===== src/rtl/sonar_scheduler.sv =====
// Round-robin scheduler sharing one ultrasonic ranging unit among several sensors.
// Each round runs trigger, echo routing, result/timeout report and a quiet gap.
module sonar_scheduler #(
  parameter int N_SENSORS      = 4,
  parameter int TRIG_CYCLES    = 600,
  parameter int TIMEOUT_CYCLES = 1_900_000,
  parameter int GAP_CYCLES     = 2_500_000,
  parameter int SEL_W          = $clog2(N_SENSORS)
) (
  input  logic                 clk,
  input  logic                 rst,
  input  logic                 enable_i,
  input  logic [N_SENSORS-1:0] sensor_mask_i,
  input  logic [N_SENSORS-1:0] sensor_echo_i,
  output logic [N_SENSORS-1:0] sensor_trig_o,
  output logic                 rng_trigger_o,
  output logic                 rng_echo_o,
  input  logic                 rng_trig_suc_i,
  input  logic                 rng_valid_i,
  input  logic [31:0]          rng_distance_i,
  output logic                 dist_valid_o,
  output logic [SEL_W-1:0]     dist_id_o,
  output logic [31:0]          dist_value_o,
  output logic                 timeout_o,
  output logic                 busy_o
);

  typedef enum logic [1:0] {IDLE, TRIG, WAIT_ECHO, GAP} state_e;

  localparam logic [31:0] TRIG_LAST    = 32'(TRIG_CYCLES - 1);
  localparam logic [31:0] TIMEOUT_LAST = 32'(TIMEOUT_CYCLES - 1);
  localparam logic [31:0] GAP_LAST     = 32'(GAP_CYCLES - 1);
  localparam logic [N_SENSORS-1:0] ONE_HOT0 = N_SENSORS'(1);

  state_e              state_q, state_d;
  logic [SEL_W-1:0]    sel_q, sel_d;
  logic [31:0]         timer_q, timer_d;
  logic                distValid_q, distValid_d;
  logic                timeout_q, timeout_d;
  logic [SEL_W-1:0]    distId_q, distId_d;
  logic [31:0]         distValue_q, distValue_d;

  // First set mask bit strictly after cur, wrapping; falls back to cur itself.
  function automatic logic [SEL_W-1:0] nextSet(input logic [SEL_W-1:0] cur,
                                               input logic [N_SENSORS-1:0] mask);
    logic [SEL_W-1:0] res;
    logic [SEL_W-1:0] idx;
    res = cur;
    for (int k = N_SENSORS; k >= 1; k--) begin
      idx = SEL_W'((int'(cur) + k) % N_SENSORS);
      if (mask[idx]) res = idx;
    end
    return res;
  endfunction

  always_ff @(posedge clk or posedge rst) begin
    if (rst) begin
      state_q     <= IDLE;
      sel_q       <= '0;
      timer_q     <= '0;
      distValid_q <= 1'b0;
      timeout_q   <= 1'b0;
      distId_q    <= '0;
      distValue_q <= '0;
    end else begin
      state_q     <= state_d;
      sel_q       <= sel_d;
      timer_q     <= timer_d;
      distValid_q <= distValid_d;
      timeout_q   <= timeout_d;
      distId_q    <= distId_d;
      distValue_q <= distValue_d;
    end
  end

  always_comb begin
    state_d     = state_q;
    sel_d       = sel_q;
    timer_d     = timer_q + 32'd1;
    distValid_d = 1'b0;
    timeout_d   = 1'b0;
    distId_d    = distId_q;
    distValue_d = distValue_q;

    unique case (state_q)
      IDLE: begin
        if (enable_i && (|sensor_mask_i)) begin
          state_d = TRIG;
          if (!sensor_mask_i[sel_q]) sel_d = nextSet(sel_q, sensor_mask_i);
        end
      end
      TRIG: begin
        if (rng_trig_suc_i) begin
          state_d = WAIT_ECHO;
        end else if (timer_q == TRIG_LAST) begin
          distValid_d = 1'b1;
          timeout_d   = 1'b1;
          distValue_d = 32'hFFFF_FFFF;
          distId_d    = sel_q;
          state_d     = GAP;
        end
      end
      WAIT_ECHO: begin
        // A result arriving on the timeout cycle still counts as a measurement.
        if (rng_valid_i) begin
          distValid_d = 1'b1;
          distValue_d = rng_distance_i;
          distId_d    = sel_q;
          state_d     = GAP;
        end else if (timer_q == TIMEOUT_LAST) begin
          distValid_d = 1'b1;
          timeout_d   = 1'b1;
          distValue_d = 32'hFFFF_FFFF;
          distId_d    = sel_q;
          state_d     = GAP;
        end
      end
      GAP: begin
        if (timer_q == GAP_LAST) begin
          sel_d   = nextSet(sel_q, sensor_mask_i);
          state_d = IDLE;
        end
      end
      default: state_d = IDLE;
    endcase

    if (state_d != state_q || state_q == IDLE) timer_d = '0;

    rng_trigger_o = (state_q == TRIG);
    sensor_trig_o = (state_q == TRIG) ? (ONE_HOT0 << sel_q) : '0;
    rng_echo_o    = (state_q == WAIT_ECHO) && sensor_echo_i[sel_q];
    busy_o        = (state_q != IDLE);
  end

  assign dist_valid_o = distValid_q;
  assign timeout_o    = timeout_q;
  assign dist_id_o    = distId_q;
  assign dist_value_o = distValue_q;

endmodule

===== config.mk =====
export PLATFORM = sky130hd
export DESIGN_NAME = sonar_scheduler
export DESIGN_NICKNAME = d
export VERILOG_FILES = /design/src/rtl/sonar_scheduler.sv
export SDC_FILE = /design/constraint.sdc
export NUM_CORES = 1
export LEC_CHECK = 0
export ABC_AREA = 1
export ABC_CLOCK_PERIOD_IN_PS = 2100
export CORE_UTILIZATION = 47
export CTS_CLUSTER_SIZE = 28
export DETAILED_ROUTE_END_ITERATION = 8
export MAX_ROUTING_LAYER = met4
export PLACE_DENSITY = 0.77
export SLEW_MARGIN = 20
export SYNTH_ARGS = -nofsm -noshare
export SYNTH_HDL_FRONTEND = slang
export SYNTH_SLANG_ARGS = --single-unit

===== constraint.sdc =====
create_clock -name clk -period 2.1 [get_ports clk]
set_input_delay 0.21 -clock clk [delete_from_list [all_inputs] [get_ports clk]]
set_output_delay 0.21 -clock clk [all_outputs]
set_load 0.02 [all_outputs]

# After elaboration in Yosys (flattened, before gate mapping)
# Cells that the tools add are included.
# Widths: inputs -> output; s select.
# op_classes
addsub,5
mul,0
n_div,0
order_cmp,5
eq_ne,13
shifts,1
mux,46
n_bitwise,0
reduce_logical,10
# ops
cell,n
$mux 32,5
$pmux 32 s2,1
$mux 2,17
$add 32x1->32 const B,1
$eq 32x10->1 const B,1
$eq 32x21->1 const B,1
$eq 32x22->1 const B,1
$lt 2x3->1 const B,5
$bmux 1 s2,6
$mux 1,11
$ne 2x2->1 const B,4
$pmux 2 s2,2
$pmux 2 s4,1
$reduce_and 4->1,2
$reduce_bool 2->1,3
$add 2x1->2 const B,2
$add 2x2->2 const B,2
$eq 2x2->1 const B,2
$mux 4,1
$pmux 1 s2,2
$reduce_or 4->1,1
$shl 1x2->4 const A,1
$ne 3x3->1 const B,1
$eq 2x1->1 const B,1
5 further kinds,6
# word_totals
register_bits,72
latchBits,0
ramBits,0
mem_bits_ro,0
inputBits,45
output_inout_bits,43
n_memories,0

# Depth between registers and ports, before layout
# Gate-level depths: netlist of the first run.
# logic_depth
ltp_word,10
mapped_depth,16

# Worst setup path after synthesis of the first run
# No wires, ideal clock.
# synth_path
path_type,reg-to-reg
from,register state_q[1]
to,register timer_q[2]
arrival_time_ns,1.822
required_ns,1.976
path_slack_ns,0.153
path_stages_with_launch,13
period_less_slack_ns,1.947
cell_sequence,dfrtp_1 inv_1 ha_1 nand2_1 inv_1 nand3_1 nand2_1 nand2_2 nand2_1 nand3_2 nand3_4 buf_12 nor2_4
# synth_via
elab_cells_between_ends,14
classes_between,eq/ne: 4; mux: 8; reduce/logical: 2
# synth_lines
element,line,source
"start, declared",35,"state_e state_q, state_d;"
"start signal, assigned",66,state_q <= state_d;
$eq 2x1->1,--,
net rng_trigger_o,16,"output logic rng_trigger_o,"
$pmux 2 s4,85,unique case (state_q)
$ne 2x2->1,127,if (state_d != state_q || state_q == IDLE) timer_d = '0;
$logic_or 1x1->1,127,
$mux 32,127,
net timer_d[2],37,"logic [31:0] timer_q, timer_d;"
"end signal, assigned",68,timer_q <= timer_d;
"end, declared",37,
# The timed path passes the listed nets, and every way through them passes these cells.
# A chain may end at the register's enable or synchronous reset.

# Worst setup path in the final report of the first run
# layout_path
from,register timer_q[1]
to,register timer_q[22]
# layout_via
elab_chain_cells,7
elab_cells_between_ends,13
classes_between,add/sub: 1; eq/ne: 4; mux: 7; reduce/logical: 1
# layout_rtl
element,line
$eq 32x21->1 / $eq 32x10->1 (equally long branches),"110, 95"
"$mux 2, on equally long branches","110, 95"
"$mux 2, on equally long branches","105, 93"
$pmux 2 s4,85
$ne 2x2->1,127
$logic_or 1x1->1,127
$mux 32 *,127
net timer_d[22],37
# The timed path passes the listed nets; every way through them passes the cells marked *.

==> results of run 1 <==
final cells by class:
type,instances,area share
clock inverter,7,0.0108
timing repair buffer,102,0.189
tap,108,0.0237
clock buffer,9,0.0218
inverter,69,0.0455
sequential,72,0.317
multi-input combinational,400,0.392
path summary, 6_finish.rpt:
check,from,end,slack (ns),cells after the start
worst max-delay path,timer_q[1],timer_q[22],0.02,14
worst min-delay path,rst,dist_value_o[12],0.15,2
worst max register to register,timer_q[1],timer_q[22],0.02,14
worst min register to register,dist_value_o[9],dist_value_o[9],0.49,2
max in group asynchronous,rst,timer_q[28],1.41,3
min in group clk,rng_distance_i[31],dist_value_o[31],0.43,3
flip-flops by register name, summed over array words and instances (netlist names):
register      count
dist_value_o     32
timer_q          32
dist_id_o         2
sel_q             2
state_q           2
dist_valid_o      1
timeout_o         1
worst register-to-register path: stages (launching register included):
cell and delay, ns:
dfrtp_1 0.37, ha_2 0.20, nand2_2 0.08, nor2_2 0.17, nand2_1 0.07, nor2_1 0.11, nand3_1 0.16, nand2_1 0.11
nand2_2 0.08, nand3_2 0.07, nand2_1 0.06, inv_2 0.06, nand3_4 0.15, clkbuf_16 0.24, nor2_4 0.10
cell usage after synthesis (3+ instances only):
cell / n
nand2_1: 129
nor2_1: 86
dfrtp_1: 72
inv_1: 64
o21ai_0: 45
xor2_1: 27
nor2_4: 23
nand3_1: 18
nor2_2: 13
nor3_1: 12
ha_1: 10
nand4_1: 10
clkbuf_1: 8
nor4_1: 6
inv_2: 5
nand2_2: 4
o21ai_1: 4
a21oi_1: 3
buf_2: 3
buf_6: 3
nand3_2: 3
metal layers:
layer  share of wire  vias up
met5               0        -
met4           0.022        0
met3           0.048       21
met2            0.49      109
met1            0.44     1777
li1                -     1930
cells by family (layout without fill, tap and decap cells):
group / after synthesis / in the layout / synth area share
AOI/OAI and AO/OA: 53 / 53 / 0.0620
xor gates and xnor gates: 28 / 28 / 0.0568
adders and majority gates: 10 / 10 / 0.0290
buffers and inverters: 85 / 187 / 0.0875
DFF: 72 / 72 / 0.417
and+or+nand+nor: 309 / 309 / 0.348
timing repair:
action	4_1_cts	5_1_grt
endpoints found under the hold margin	0	0
buffers inserted	0	1
pin swaps	0	8
resized for setup	7	25
endpoints found under the setup margin	7	44
gates cloned	0	2
stage by stage:
| step | cell area, sq um | instances | setup WS [ns] | hold WS (ns) | utilization |
|---|---|---|---|---|---|
| 3_3_place_gp | 5360 | 748 | 0.112 | 0.465 | 0.609 |
| 2_1_floorplan | 4320 | 557 | 0.0651 | 0.380 | - |
| 3_5_place_dp | 5360 | 748 | 0.0570 | 0.472 | 0.609 |
| 4_1_cts | 5540 | 764 | 0.0279 | 0.157 | 0.629 |
| 6_report | 5690 | 767 | 0.0158 | 0.154 | 0.646 |
| 5_1_grt | 5690 | 767 | -0.132 | 0.170 | 0.646 |
report_power, final:
group / switching [uW] / leakage [uW] / internal, uW / total, uW
Clock: 607 / 0.0000888 / 451 / 1060
Combinational: 52.5 / 0.00169 / 84.6 / 137
Sequential: 0 / 0.000796 / 1390 / 1390
==> impl_metrics.ini, run 1 <==
[outcome]
status = complete, but fails checks
violations = DRC

[detailed_routing]
drc = 6
drt-initial-drc-count = 277
drt_wl_total_microns = 10900
vias_per_cell = 5.00
routedWlPerCell_microns = 14.2
firstDrtPassIters = 7
ant_nets = 0
vias = 3837

[placement]
hpwl_microns = 7990
place_congestion = 0.998
io_buffers = 87

[critical_path]
cp.required_ns = 2.41
endpoint_kind = flip-flop
crit_slowest_cell = dfrtp_1
cp_slowest_stage_delay_ns = 0.37
worstPathCellList = ha_2, nand2_2, nor2_2, nand2_1, nor2_1, nand3_1, nand2_1, nand2_2, nand3_2, nand2_1, inv_2, nand3_4, clkbuf_16, nor2_4
worstPathBufferInverterCount = 2
critPathTopFamily = simple AND/OR/NAND/NOR gates
arrival_ns = 2.39
critPathMaxFanout = 8
start_kind = flip-flop
criticalPathCategory = flip-flop to flip-flop
critPathMostFrequentCell = nand2_1

[sta]
setup_tns_ns = 0
clock-skew-final_ns = 0.0185
hold_viol = 0
setup_viol = 0
fmax_mhz = 480
slew_viol_final = 0
rsz0062_at_grt = true
worst_pin_slew_ns = 0.419
maxSlewHeadroom = 0.720
fin_crit_ns = 2.08
timing.final.crit_share = 0.992

[power_and_ir_drop]
power_density_nw_per_um2 = 453
finalPower_uw = 2580
max-vdd-ir-drop_mv = 0.235
power_leakage_uw = 0.00258

[final_layout]
drive_gt1_frac = 0.155
antenna_cells = 0
area.sequential_sq_um = 1800
fin_nets = 709
multi_input_area_sq_um = 2230
layout_common_cells = nand2_1 (125), nor2_1 (81), clkdlybuf4s50_1 (80)
fillers = 752
layout_commonest_cell = nand2_1
syn2layout_area_growth_pct = 31.7

[floorplanning]
initial_core_util = 0.491
fp.dieW_microns = 97.9
die-area_sq_um = 9580
core_area_sq_um = 8810
ios = 88
chipHeight_microns = 97.9
rows = 34

[synthesis]
ys_warn_count = 0
synth.largest_area_cell = dfrtp_1
yosys.cell_types.count = 27
synthArstFlopShare = 1.00
syn_inst = 557
synth.area.top_cells = dfrtp_1 (42%), nand2_1 (11%), nor2_1 (7.5%)
synth_flop_cell = dfrtp_1
synth_top_area_share = 0.417
synth_edf_count = 0
ys_seq_area_frac = 0.417
ys_ff_latch = 72
synth_nets = 612
syn_area_sq_um = 4320
avgSynthCellArea_sq_um = 7.76

[job]
max_cap_viol_count = 0

[cts]
cts_tree = done
clk_latency_ns = 0.37
clock_sinks = 72
clk_pin_slew_ns = 0.09
htreeDepth = 3
cts_root_buf = clkbuf_8
cts_buffer_depth = 2
cts.hold.buffers_added = 0
cts_buffers = 9

[grt]
met2_usage = 0.378
grt_max_degree = 69
grt_use_met3 = 0.0537
grtUsageTotal = 0.243
antenna_found_initial = 0
grt_pass1_vias = 3675
grt_pass1_wl_microns = 17800
grt_overflow = 0
grt-busiest-layer = met2
met1_usage = 0.314

[min_path]
hold_path.class = primary input to asynchronous set/reset pin
No activity file was read; power rests on OpenSTA's default activity.
==> run 2: changes to the inputs <==
HOLD_SLACK_MARGIN = 0.05   (was default)
==> results of run 2 <==
The final DEF is identical to that of run 1; final timing and power are the same.
